<file path="config.mk">
export PLATFORM = sky130hd
export DESIGN_NAME = demux_1_8_deser
export DESIGN_NICKNAME = d
export VERILOG_FILES = /design/src/rtl/demux_1_8_deser.sv
export SDC_FILE = /design/constraint.sdc
export NUM_CORES = 1
export LEC_CHECK = 0
export CAP_MARGIN = 20
export CORE_ASPECT_RATIO = 0.75
export CORE_UTILIZATION = 35
export CTS_CLUSTER_SIZE = 25
export DETAILED_ROUTE_END_ITERATION = 6
export GPL_TIMING_DRIVEN = 0
export PLACE_DENSITY = 0.58
export RECOVER_POWER = 50
export SYNTH_ARGS = -nofsm -noshare
export SYNTH_HDL_FRONTEND = slang
export SYNTH_SLANG_ARGS = --single-unit
</file>
<file path="constraint.sdc">
create_clock -name clk -period 2.71 [get_ports clk]
set_input_delay 0.6775 -clock clk [delete_from_list [all_inputs] [get_ports clk]]
set_output_delay 0.6775 -clock clk [all_outputs]
set_load 0.1 [all_outputs]
</file>
<file path="src/rtl/demux_1_8_deser.sv">
// -----------------------------------------------------------------------------
// demux_1_8_deser
//
// Sequential 1-to-WIDTH demultiplexer / deserializer. One serial bit is
// accepted per cycle (in_valid & in_ready) and steered into a lane of the
// output word. The lane comes either from an internal auto-incrementing
// pointer (mode=0) or from the select input (mode=1). A per-lane written-mask
// tracks completion; once every lane has been written, the word is presented
// on data_out with out_valid until the consumer takes it (out_ready).
//
// Ports:
//   clk        in   rising-edge clock
//   rst_n      in   synchronous active-low reset
//   data_in    in   serial data bit
//   in_valid   in   data_in is valid this cycle
//   in_ready   out  block accepts data_in this cycle
//   mode       in   0 = auto lane pointer, 1 = explicit lane from select
//   select     in   [SEL_W] target lane in explicit mode
//   data_out   out  [WIDTH] assembled word, lane k = bit k
//   out_valid  out  data_out holds a complete word
//   out_ready  in   consumer takes the word
//   lane_ptr   out  [SEL_W] next auto lane
//   overrun    out  sticky: a bit was offered while in_ready was low
// -----------------------------------------------------------------------------
module demux_1_8_deser #(
    parameter int WIDTH = 8,
    parameter int SEL_W = 3    // must equal $clog2(WIDTH)
) (
    input  logic             clk,
    input  logic             rst_n,
    input  logic             data_in,
    input  logic             in_valid,
    output logic             in_ready,
    input  logic             mode,
    input  logic [SEL_W-1:0] select,
    output logic [WIDTH-1:0] data_out,
    output logic             out_valid,
    input  logic             out_ready,
    output logic [SEL_W-1:0] lane_ptr,
    output logic             overrun
);

    typedef enum logic [0:0] {
        S_COLLECT = 1'b0,
        S_HOLD    = 1'b1
    } state_t;

    state_t           r_state,     w_state_next;
    logic [WIDTH-1:0] r_data,      w_data_next;
    logic [WIDTH-1:0] r_mask,      w_mask_next;
    logic [SEL_W-1:0] r_ptr,       w_ptr_next;
    logic             r_out_valid, w_out_valid_next;
    logic             r_overrun,   w_overrun_next;
    logic             r_mode;

    logic             w_in_ready;
    logic             w_accept;
    logic             w_mode_chg;
    logic [WIDTH-1:0] w_base_mask;
    logic [SEL_W-1:0] w_base_ptr;
    logic [SEL_W-1:0] w_ptr_inc;
    logic [SEL_W-1:0] w_lane;
    logic [WIDTH-1:0] w_lane_hit;
    logic [WIDTH-1:0] w_mask_upd;
    logic [WIDTH-1:0] w_data_upd;
    logic             w_full;

    // In HOLD the block can take a new bit only when the held word is being
    // consumed in the same cycle; that bit then starts the next word.
    assign w_in_ready = (r_state == S_COLLECT) ? 1'b1 : out_ready;
    assign w_accept   = in_valid & w_in_ready;

    // A mode change while collecting throws away the partial word. Folding
    // that into "base" mask/pointer lets the same-cycle bit be treated as the
    // first bit of a fresh word under the new mode. In HOLD the mask and
    // pointer are already zero, so no special case is needed there.
    assign w_mode_chg  = (r_state == S_COLLECT) && (mode != r_mode);
    assign w_base_mask = w_mode_chg ? '0 : r_mask;
    assign w_base_ptr  = w_mode_chg ? '0 : r_ptr;
    assign w_ptr_inc   = (w_base_ptr == SEL_W'(WIDTH - 1)) ? '0 : (w_base_ptr + SEL_W'(1));
    assign w_lane      = mode ? select : w_base_ptr;

    genvar gi;
    generate
        for (gi = 0; gi < WIDTH; gi++) begin : g_lane
            assign w_lane_hit[gi] = w_accept && (w_lane == SEL_W'(gi));
            assign w_mask_upd[gi] = w_base_mask[gi] | w_lane_hit[gi];
            assign w_data_upd[gi] = w_lane_hit[gi] ? data_in : r_data[gi];
        end
    endgenerate

    assign w_full = &w_mask_upd;

    always_comb begin
        w_state_next     = r_state;
        w_out_valid_next = r_out_valid;
        w_mask_next      = w_base_mask;
        w_ptr_next       = w_base_ptr;
        w_data_next      = w_data_upd;
        w_overrun_next   = r_overrun | (in_valid & ~w_in_ready);

        if (w_accept) begin
            w_mask_next = w_mask_upd;
            w_ptr_next  = mode ? w_base_ptr : w_ptr_inc;
            if (w_full) begin
                w_state_next     = S_HOLD;
                w_out_valid_next = 1'b1;
                w_mask_next      = '0;
                w_ptr_next       = '0;
            end else if (r_state == S_HOLD) begin
                // Accept in HOLD implies out_ready: held word is consumed.
                w_state_next     = S_COLLECT;
                w_out_valid_next = 1'b0;
            end
        end else if ((r_state == S_HOLD) && out_ready) begin
            w_state_next     = S_COLLECT;
            w_out_valid_next = 1'b0;
        end
    end

    always_ff @(posedge clk) begin
        if (!rst_n) begin
            r_state     <= S_COLLECT;
            r_data      <= '0;
            r_mask      <= '0;
            r_ptr       <= '0;
            r_out_valid <= 1'b0;
            r_overrun   <= 1'b0;
            r_mode      <= 1'b0;
        end else begin
            r_state     <= w_state_next;
            r_data      <= w_data_next;
            r_mask      <= w_mask_next;
            r_ptr       <= w_ptr_next;
            r_out_valid <= w_out_valid_next;
            r_overrun   <= w_overrun_next;
            r_mode      <= mode;
        end
    end

    assign in_ready  = w_in_ready;
    assign data_out  = r_data;
    assign out_valid = r_out_valid;
    assign lane_ptr  = r_ptr;
    assign overrun   = r_overrun;

endmodule

</file>
==> summary.txt <==
Outcome
  – Status: finished, final reports clean

Pwr
  – Tot Pwr: 0.686 mW
  – Peak supply drop: 0.263 mV
  – Switching share of total power: 28.6%
  – PwrDens: 470 nW/um^2
  – Sw Pwr: 0.196 mW
  – Clock Power Share: 31.6%
  – Logic pwr share: 17.1%
  – Internal power: 0.490 mW
  – Static Leakage: 0.565 nW
  – Sequential share of power: 51.2%

Global route
  – Gr ovfl total: 0
  – Initial antenna violation count: 0
  – Vias in the first global route: 924
  – Global routing usage summed across all routing layers: 16.6%
  – First-pass GRT wire length: 4280 um
  – Largest net degree at the start of global routing: 14

Place
  – Inst Count DP: 188
  – Final RePlAce weighted congestion: 0.818
  – Placement Setup Slack: -434 ps
  – HPWL after DPL: 2010 um
  – Placed cell area: 1410 sq um
  – PortBufs: 20

Logic synthesis
  – Post-synth cell types: 36
  – Top FF cell, synth: dfxtp_1
  – Mapped cell area: 1160 sq um
  – Area leader, netlist: dfxtp_1
  – Count leader, synth: dfxtp_1
  – Async SR Flop Fraction: 0%
  – Register area share after synthesis: 39.6%
  – Post-synth top area share: 39.6%
  – Yosys reg bits: 23
  – Syn Nets: 139
  – Most common library cells after synthesis: dfxtp_1 (23), nand2_1 (16), nor2_1 (13), nor3_1 (8)
  – Mapped Cells: 130
  – Syn_area_per_cell: 8.94 sq um
  – Warnings from Yosys: 0
  – Number of flops mapped to enable cells by yosys: 0
  – Top cells by area, synth: dfxtp_1 (40%), mux2i_1 (6.0%), nand2_1 (5.2%), nor2_1 (4.2%), nor3_1 (3.4%)

Die
  – Core Box Area: 3040 sq um
  – Area of the die: 3560 sq um
  – Row count: 17
  – Initial Utilization: 38.2%
  – Die width: 68.5 um
  – Die H: 51.9 um
  – I/O pin cnt: 23

STA
  – Slew Limit Fails: 0
  – Setup Skew: 1.73 ps
  – Rel. slew slack: 34.8%
  – Hold WS: 476 ps
  – Slew of the pin with the lowest slew margin: 975 ps
  – Final hold vios: 0
  – RSZ-0062 raised after global routing: no
  – Final setup margin: 139 ps
  – Tcrit/Tclk final: 94.9%
  – Fmax: 389 MHz
  – Final min period: 2570 ps
  – Fin Setup TNS: 0 ps
  – Setup violations, final: 0

Clock network
  – Clock-pin slew on the worst setup and hold paths: 80 ps
  – H-tree depth: 1
  – TritonCTS clock tree: yes
  – Root buf cell: clkbuf_8
  – Clock Path Buffers: 2
  – Clk sink count: 23
  – CTS resizes: 3
  – Clock Latency Late Sink: 270 ps
  – Hold Buf Count CTS: 0
  – Postcts setup bufs: 0
  – Total CTS buffers: 3

Layout
  – Finished Cell Area: 1460 sq um
  – Layout Cells excl Fill: 192
  – Syn-to-layout area delta: 25.6%
  – Seq. cell area: 460 sq um
  – Fin util: 48.0%
  – Antenna diode count: 0
  – Fillers: 284
  – Final-stage net count: 164
  – Multi-input logic area: 669 sq um
  – Layout cells sized above 1: 10.4%

Detailed routing
  – Total Routed Length: 2690 um
  – Met3 WL post-DR: 126 um
  – DR pass1 iterations: 6
  – WL per Instance: 14.0 um
  – Met2 wire length: 1210 um
  – Top routing layer used: met4
  – Post-Route M1 WL: 1340 um
  – Vias: 1006
  – DR DRC count: 0
  – DR iter-0 viols: 24
  – Antenna Nets Post-Route: 0
  – Via-per-instance ratio: 5.24

Setup path
  – Worst Setup End Kind: output pin
  – CP max-delay cell: clkdlybuf4s15_2
  – Critical path arrival: 1890 ps
  – Register-to-Register Path Depth: 6
  – Worst setup SP type: input port
  – CP required: 2030 ps
  – R2R Setup Slk: 510 ps
  – Cells along the critical path: clkdlybuf4s50_1 > nand2b_2 > clkdlybuf4s15_2
  – WS Path Type: input port to output pin
  – Delay of the slowest critical-path stage: 560 ps
  – Reg-to-Reg Start: r_state$_SDFFE_PN0P_
  – Crit Path Max Fanout: 4
  – RR Endpoint: lane_ptr[1]$_SDFF_PN0_

Worst hold path
  – Hold path startpoint: data_out[5]$_SDFFE_PN0P_
  – Hold WC Path Type: register to register
  – Hold-critical path depth: 2
  – WHS Endpoint: data_out[5]$_SDFFE_PN0P_

Flow run
  – MaxCap Viol Count: 0
==> layout make-up <==
type | count | area share, %
Tap cell | 38 | 3.26
Sequential cell | 23 | 31.5
Clock inverter | 1 | 0.343
Clock buffer | 3 | 2.83
Multi-Input combinational cell | 100 | 45.8
Timing Repair Buffer | 20 | 13.8
Inverter | 2 | 0.514
Buffer | 5 | 1.89
==> metal layers <==
metal  vias up  global-route usage (%)
met1       471                    22.8
met2        26                    26.5
li1        507                       -
met4         0                    2.08
met5         -                       0
met3         2                    4.61
==> registers in the layout, indices dropped and copies added (netlist names) <==
signal     cells
lane_ptr       3
r_state        1
r_mask         8
r_mode         1
data_out       8
out_valid      1
overrun        1
==> placed cells by master, fill, tap and decap left out, types with 2 or more instances in the layout <==
cell / count
nor2_1: 13
nand2b_1: 3
nand2_1: 16
and3_1: 5
mux2i_1: 7
o21ai_0: 5
xor2_1: 3
clkbuf_8: 3
inv_1: 2
a21o_1: 5
dfxtp_1: 23
a21oi_1: 7
clkbuf_1: 3
dlygate4sd3_1: 4
nand4_1: 2
nor3_1: 8
clkdlybuf4s50_1: 15
nand3_1: 5
==> logic make-up after synthesis <==
logic type             count (synthesis)  share of synthesized area (%)
AND/OR/NAND/NOR                       61                           26.9
AO/OA/AOI/OAI                         27                           19.5
flip-flops                            23                           39.6
multiplexers                           8                           7.97
buffers and inverters                  7                           3.01
XOR/XNOR                               4                           3.01
==> worst max-delay path by stage <==
stage,from,to,cells past startpoint
final,out_ready,in_ready,3
after global routing,select[2],lane_ptr[1]$_SDFF_PN0_,7
after CTS,lane_ptr[0]$_SDFF_PN0_,lane_ptr[0],1
after detailed placement,out_ready,in_ready,3
after global placement,out_ready,in_ready,3
after floorplan,lane_ptr[1]$_SDFF_PN0_,r_mask[0]$_SDFF_PN0_,6
==> power groups by stage <==
stage	clock network [mW]	registers (mW)	logic, mW
floorplan	0	0.385	0.0578
global placement	0	0.359	0.117
detailed placement	0	0.360	0.117
CTS	0.222	0.352	0.118
global route	0.237	0.353	0.127
finish	0.217	0.352	0.117
==> critical path, delay by kind of cell <==
family	cells	cell delay, ps
simple gates	1	160
buf+inv	2	1050
Note: power is estimated with default switching activity, not from simulation.
